[config.mk]
export PLATFORM = sky130hd
export DESIGN_NAME = mem_arbiter
export DESIGN_NICKNAME = d
export VERILOG_FILES = /design/src/rtl/mem_arbiter.sv
export SDC_FILE = /design/constraint.sdc
export NUM_CORES = 1
export LEC_CHECK = 0
export ABC_AREA = 1
export CORE_UTILIZATION = 45
export CTS_CLUSTER_SIZE = 40
export DETAILED_ROUTE_END_ITERATION = 16
export PLACE_DENSITY = 0.85
export SLEW_MARGIN = 20
export SYNTH_ARGS = -nofsm -noshare
export SYNTH_HDL_FRONTEND = slang
export SYNTH_SLANG_ARGS = --single-unit
[constraint.sdc]
create_clock -name clock -period 2.2 [get_ports clock]
set_clock_uncertainty 0.2 [all_clocks]
set_input_delay 0.44 -clock clock [delete_from_list [all_inputs] [get_ports clock]]
set_output_delay 0.44 -clock clock [all_outputs]
set_load 0.005 [all_outputs]
[src/rtl/mem_arbiter.sv]
// Shares one fixed-latency memory port between ICache line reads and DCache line reads/writes.
// Define MEM_ARB_ROUND_ROBIN_EN to alternate grants when both caches request together (default: DCache first).
module mem_arbiter #(
    parameter int LINE_WORDS  = 4,
    parameter int MEM_LATENCY = 2,
    parameter int ADDR_W      = 32,
    parameter int DATA_W      = 32
) (
    input  logic              clock,
    input  logic              reset,
    input  logic              ic_req,
    input  logic [ADDR_W-1:0] ic_addr,
    output logic              ic_gnt,
    output logic              ic_rvalid,
    output logic [DATA_W-1:0] ic_rdata,
    output logic              ic_done,
    input  logic              dc_req,
    input  logic              dc_we,
    input  logic [ADDR_W-1:0] dc_addr,
    input  logic [DATA_W-1:0] dc_wdata,
    output logic              dc_wready,
    output logic              dc_gnt,
    output logic              dc_rvalid,
    output logic [DATA_W-1:0] dc_rdata,
    output logic              dc_done,
    output logic              mem_req,
    output logic              mem_we,
    output logic [ADDR_W-1:0] mem_addr,
    output logic [DATA_W-1:0] mem_wdata,
    input  logic [DATA_W-1:0] mem_rdata,
    output logic              busy
);

    localparam int BEAT_W = (LINE_WORDS > 1) ? $clog2(LINE_WORDS) : 1;
    localparam int CNT_W  = (MEM_LATENCY > 1) ? $clog2(MEM_LATENCY) : 1;

    localparam logic [BEAT_W-1:0] LAST_BEAT = BEAT_W'(LINE_WORDS - 1);
    localparam logic [CNT_W-1:0]  CNT_LOAD  = CNT_W'(MEM_LATENCY - 1);
    localparam logic              OWNER_IC  = 1'b0;
    localparam logic              OWNER_DC  = 1'b1;

    typedef enum logic [1:0] {
        IDLE  = 2'd0,
        ISSUE = 2'd1,
        WAIT  = 2'd2,
        DONE  = 2'd3
    } state_t;

    state_t              state_r;
    state_t              state_s;
    logic                owner_r;
    logic                owner_s;
    logic                we_r;
    logic                we_s;
    logic [ADDR_W-1:0]   base_r;
    logic [ADDR_W-1:0]   base_s;
    logic [BEAT_W-1:0]   beat_r;
    logic [BEAT_W-1:0]   beat_s;
    logic [CNT_W-1:0]    cnt_r;
    logic [CNT_W-1:0]    cnt_s;
    logic                pick_dc_s;
    logic                capture_s;
    logic                issue_s;
    logic                active_s;

    // Clearing the word-offset bits keeps every beat inside the requested line.
    function automatic logic [ADDR_W-1:0] line_base(input logic [ADDR_W-1:0] addr);
        return addr & ~ADDR_W'(LINE_WORDS - 1);
    endfunction

`ifdef MEM_ARB_ROUND_ROBIN_EN
    logic last_winner_r;

    // Winner on a tie is whichever cache did not win the previous grant.
    always_comb begin
        pick_dc_s = 1'b0;
        if (ic_req && dc_req) begin
            pick_dc_s = (last_winner_r == OWNER_IC);
        end else begin
            pick_dc_s = dc_req;
        end
    end

    // Remember the owner of every new grant.
    always_ff @(posedge clock) begin
        if (!reset) begin
            last_winner_r <= OWNER_IC;
        end else if ((state_r == IDLE) && (state_s == ISSUE)) begin
            last_winner_r <= owner_s;
        end else begin
            last_winner_r <= last_winner_r;
        end
    end
`else
    // Fixed priority: DCache always wins a tie.
    always_comb begin
        pick_dc_s = 1'b0;
        pick_dc_s = dc_req;
    end
`endif

    // Next-state logic: per beat one issue cycle, then MEM_LATENCY wait cycles.
    always_comb begin
        state_s   = state_r;
        owner_s   = owner_r;
        we_s      = we_r;
        base_s    = base_r;
        beat_s    = beat_r;
        cnt_s     = cnt_r;
        capture_s = 1'b0;
        case (state_r)
            IDLE: begin
                if (ic_req || dc_req) begin
                    owner_s = pick_dc_s ? OWNER_DC : OWNER_IC;
                    we_s    = pick_dc_s ? dc_we : 1'b0;
                    base_s  = pick_dc_s ? line_base(dc_addr) : line_base(ic_addr);
                    beat_s  = {BEAT_W{1'b0}};
                    cnt_s   = {CNT_W{1'b0}};
                    state_s = ISSUE;
                end else begin
                    state_s = IDLE;
                end
            end
            ISSUE: begin
                cnt_s   = CNT_LOAD;
                state_s = WAIT;
            end
            WAIT: begin
                if (cnt_r != {CNT_W{1'b0}}) begin
                    cnt_s = cnt_r - CNT_W'(1);
                end else begin
                    // mem_rdata is valid in this cycle for the beat issued MEM_LATENCY ago.
                    capture_s = ~we_r;
                    if (beat_r == LAST_BEAT) begin
                        state_s = DONE;
                    end else begin
                        beat_s  = beat_r + BEAT_W'(1);
                        state_s = ISSUE;
                    end
                end
            end
            DONE: begin
                state_s = IDLE;
            end
            default: begin
                state_s = IDLE;
            end
        endcase
    end

    // Decode of the upcoming state, used to register all outputs.
    always_comb begin
        issue_s  = 1'b0;
        active_s = 1'b0;
        issue_s  = (state_s == ISSUE);
        active_s = (state_s != IDLE);
    end

    // Transaction state registers.
    always_ff @(posedge clock) begin
        if (!reset) begin
            state_r <= IDLE;
            owner_r <= OWNER_IC;
            we_r    <= 1'b0;
            base_r  <= {ADDR_W{1'b0}};
            beat_r  <= {BEAT_W{1'b0}};
            cnt_r   <= {CNT_W{1'b0}};
        end else begin
            state_r <= state_s;
            owner_r <= owner_s;
            we_r    <= we_s;
            base_r  <= base_s;
            beat_r  <= beat_s;
            cnt_r   <= cnt_s;
        end
    end

    // Registered outputs, computed from the state being entered.
    always_ff @(posedge clock) begin
        if (!reset) begin
            busy      <= 1'b0;
            ic_gnt    <= 1'b0;
            dc_gnt    <= 1'b0;
            mem_req   <= 1'b0;
            mem_we    <= 1'b0;
            mem_addr  <= {ADDR_W{1'b0}};
            mem_wdata <= {DATA_W{1'b0}};
            dc_wready <= 1'b0;
            ic_rvalid <= 1'b0;
            dc_rvalid <= 1'b0;
            ic_rdata  <= {DATA_W{1'b0}};
            dc_rdata  <= {DATA_W{1'b0}};
            ic_done   <= 1'b0;
            dc_done   <= 1'b0;
        end else begin
            busy      <= active_s;
            ic_gnt    <= active_s && (owner_s == OWNER_IC);
            dc_gnt    <= active_s && (owner_s == OWNER_DC);
            mem_req   <= issue_s;
            mem_we    <= issue_s && we_s;
            mem_addr  <= issue_s ? (base_s | ADDR_W'(beat_s)) : {ADDR_W{1'b0}};
            // The DCache holds the current word until it sees dc_wready, so this is the beat's data.
            mem_wdata <= (issue_s && we_s) ? dc_wdata : {DATA_W{1'b0}};
            dc_wready <= issue_s && we_s;
            ic_rvalid <= capture_s && (owner_r == OWNER_IC);
            dc_rvalid <= capture_s && (owner_r == OWNER_DC);
            ic_rdata  <= (capture_s && (owner_r == OWNER_IC)) ? mem_rdata : ic_rdata;
            dc_rdata  <= (capture_s && (owner_r == OWNER_DC)) ? mem_rdata : dc_rdata;
            ic_done   <= (state_s == DONE) && (owner_s == OWNER_IC);
            dc_done   <= (state_s == DONE) && (owner_s == OWNER_DC);
        end
    end

endmodule

==> run_results.csv <==
group,metric,value,unit
synthesis,synth_nets,926,
clock_tree,clk_latency,0.41,ns
sta,final_hold_viol_count,0,
die,dieArea,14300,µm²
synthesis,synthArstFlopShare,0,%
sta,maxSlewViolCount,0,
sta,fmax,0.510,GHz
power_and_ir_drop,irDropWorstVdd,0.481,mV
synthesis,netlist_area,6220,µm²
grt,grt_overflow,0,
final_layout,register_area,3520,µm²
synthesis,synth_common_cells,"dfxtp_1, inv_1, nor2_1, nand2_1, a21oi_1",
synthesis,synth_top_area_share,56.7,%
route,vias,5750,
die,die_h,120,µm
die,pin_count,271,
synthesis,dominantRegCellSynth,"dfxtp_1",
clock_tree,clk_path_buf_depth,2,
clock_tree,cts_root_buf,"clkbuf_16",
route,routed_wl,16.5,mm
setup_path,cp-end-kind,"output port",
die,initial_core_util,46.6,%
grt,grt_max_degree,66,
placement,hpwlAfterDp,11.9,mm
final_layout,nets,1185,
die,num_rows,42,
route,drc,0,
final_layout,drive_gt1_share,7.04,%
clock_tree,cts_setup_buffers,0,
synthesis,synth_top_cell_by_area,"dfxtp_1",
clock_tree,post_cts_resize_count,0,
power_and_ir_drop,p_per_area,781,nW/µm²
final_layout,multiInputGateArea,1920,µm²
sta,setup_ws,0.239,ns
sta,maxSlewHeadroom,74.3,%
clock_tree,cts.clk_slew.worst_paths,0.06,ns
clock_tree,cts_tree,"yes",
sta,finalCritPeriodShare,89.1,%
placement,io_buffer_count,266,
setup_path,slowest_stage,"clkdlybuf4s50_1",
route,wl_per_cell,13.3,µm
grt,antenna_found_initial,0,
power_and_ir_drop,p_leak,4.14,nW
final_layout,diodes,0,
grt,gr-usage-all-layers,23.6,%
job,drv_cap,0,
synthesis,synth-edff-count,0,
clock_tree,cts_hold_buffers,0,
die,core,13300,µm²
placement,place_ws,0.0721,ns
final_layout,fin_util,72.6,%
synthesis,synth.most_common_cell,"dfxtp_1",
synthesis,ys_top_cells_by_area,"dfxtp_1, inv_1, nor2_1, nand2_1, a21oi_1",
setup_path,crit_path_start_kind,"flop",
final_layout,syn_to_final_growth,55.9,%
grt,grt_pass1_wl,26.5,mm
setup_path,slowest_delay,0.56,ns
setup_path,critical_path.top_delay_family,"buffers and inverters",
sta,rsz0062_at_grt,"false",
route,drtIter0Drc,265,
synthesis,synth_cell_type_count,23,
power_and_ir_drop,finalPower,0.00758,W
final_layout,nFillCells,1060,
sta,fin_tns_setup,0,ns
sta,tightest_slew,0.382,ns
setup_path,arrival,1.32,ns
clock_tree,htree_levels,4,
synthesis,avgSynthCellArea,7.84,µm²
synthesis,synth_seq_cells,176,
synthesis,synth_seq_area_share,56.7,%
grt,grt_pass1_vias,5682,
clock_tree,numCtsBuffers,17,
setup_path,crit_type,"reg2out",
route,antenna_left,0,
setup_path,critical_path_required,1.56,ns
hold_path,hold_class,"in2reg",
route,vias_per_cell,4.63,
clock_tree,cts.sinks,176,
die,die_w,120,µm
route,drt_pre_antenna_iters,4,
placement,gp_congestion,0.787,
sta,setup_violations,0,
setup_path,crit_buf_inv,1,
synthesis,syn-instance-count,793,
setup_path,cp_cell_sequence,"clkdlybuf4s50_1",
setup_path,worstPathMaxFanout,2,
synthesis,yosys_warnings,0,
sta,period_needed,1.96,ns
status,status,"finished clean",
==> power by group <==
group | leakage [nW] | switching (W) | internal, W | total, W
Combinational | 2.42 | 0.000476 | 0.000559 | 0.00103
Sequential | 1.43 | 0.0000569 | 0.00336 | 0.00342
Clock | 0.292 | 0.00122 | 0.00190 | 0.00312
==> cell families after synthesis <==
logic type	share of synthesized area, %
AND/OR/NAND/NOR	19.6
buffers and inverters	12.6
flip-flops	56.7
AO/OA/AOI/OAI	11.2
==> layout make-up <==
cell class	count	share of cell area, %
clock inverter	14	1.97
multi-input combinational	430	19.8
clock buffer	18	4.43
sequential	176	36.3
timing repair buffer	285	29.7
inverter	142	5.50
tap	176	2.27
==> placed cells by master, fill, tap and decap left out, drive strengths merged <==
master         synthesis  routed
o21bai                 1       1
clkinvlp               0       4
clkbuf                12      18
clkinv                 0       6
nor3                   4       4
a21oi                 69      69
nand4                  1       1
nand3                 39      39
nor2                 136     136
inv                  142     142
bufinv                 0       4
buf                   33      20
dfxtp                176     176
o21ai                 66      66
clkdlybuf4s50          0     265
nand2                114     114
==> metrics by stage <==
stage	hold WS (ns)	std cells	area (µm²)
finish	0.135	1241	9700
floorplan	0.226	793	6220
global placement	0.229	1209	9080
global route	0.160	1241	9700
CTS	0.121	1241	9700
detailed placement	0.236	1209	9080
==> final timing paths <==
check / from / to / slack [ns] / depth (start not counted)
worst max register to register: state_r[1]$_SDFF_PN0_ / mem_addr[27]$_SDFF_PN0_ / 0.55 / 7
worst min-delay path: reset / ic_rvalid$_SDFF_PN0_ / 0.14 / 3
worst max-delay path: ic_rdata[26]$_SDFFE_PN0P_ / ic_rdata[26] / 0.24 / 1
worst min register to register: dc_rdata[21]$_SDFFE_PN0P_ / dc_rdata[21]$_SDFFE_PN0P_ / 0.24 / 2
==> per-layer routing <==
layer	up-vias	global-route usage, %	wire length (µm)
met2	216	41.4	8020
met5	-	0	0
met1	2581	24.7	6340
li1	2923	-	-
met4	0	10.6	450
met3	30	9.51	1700
==> sequential cells by signal, indices dropped and copies added (netlist names) <==
register	flops
dc_done	1
mem_wdata	32
state_r	2
busy	1
mem_we	1
mem_req	1
dc_rvalid	1
dc_gnt	1
beat_r	2
dc_rdata	32
ic_rdata	32
mem_addr	32
ic_rvalid	1
ic_done	1
cnt_r	1
ic_gnt	1
owner_r	1
we_r	1
base_r	32
(Power assumes the default switching activity.)
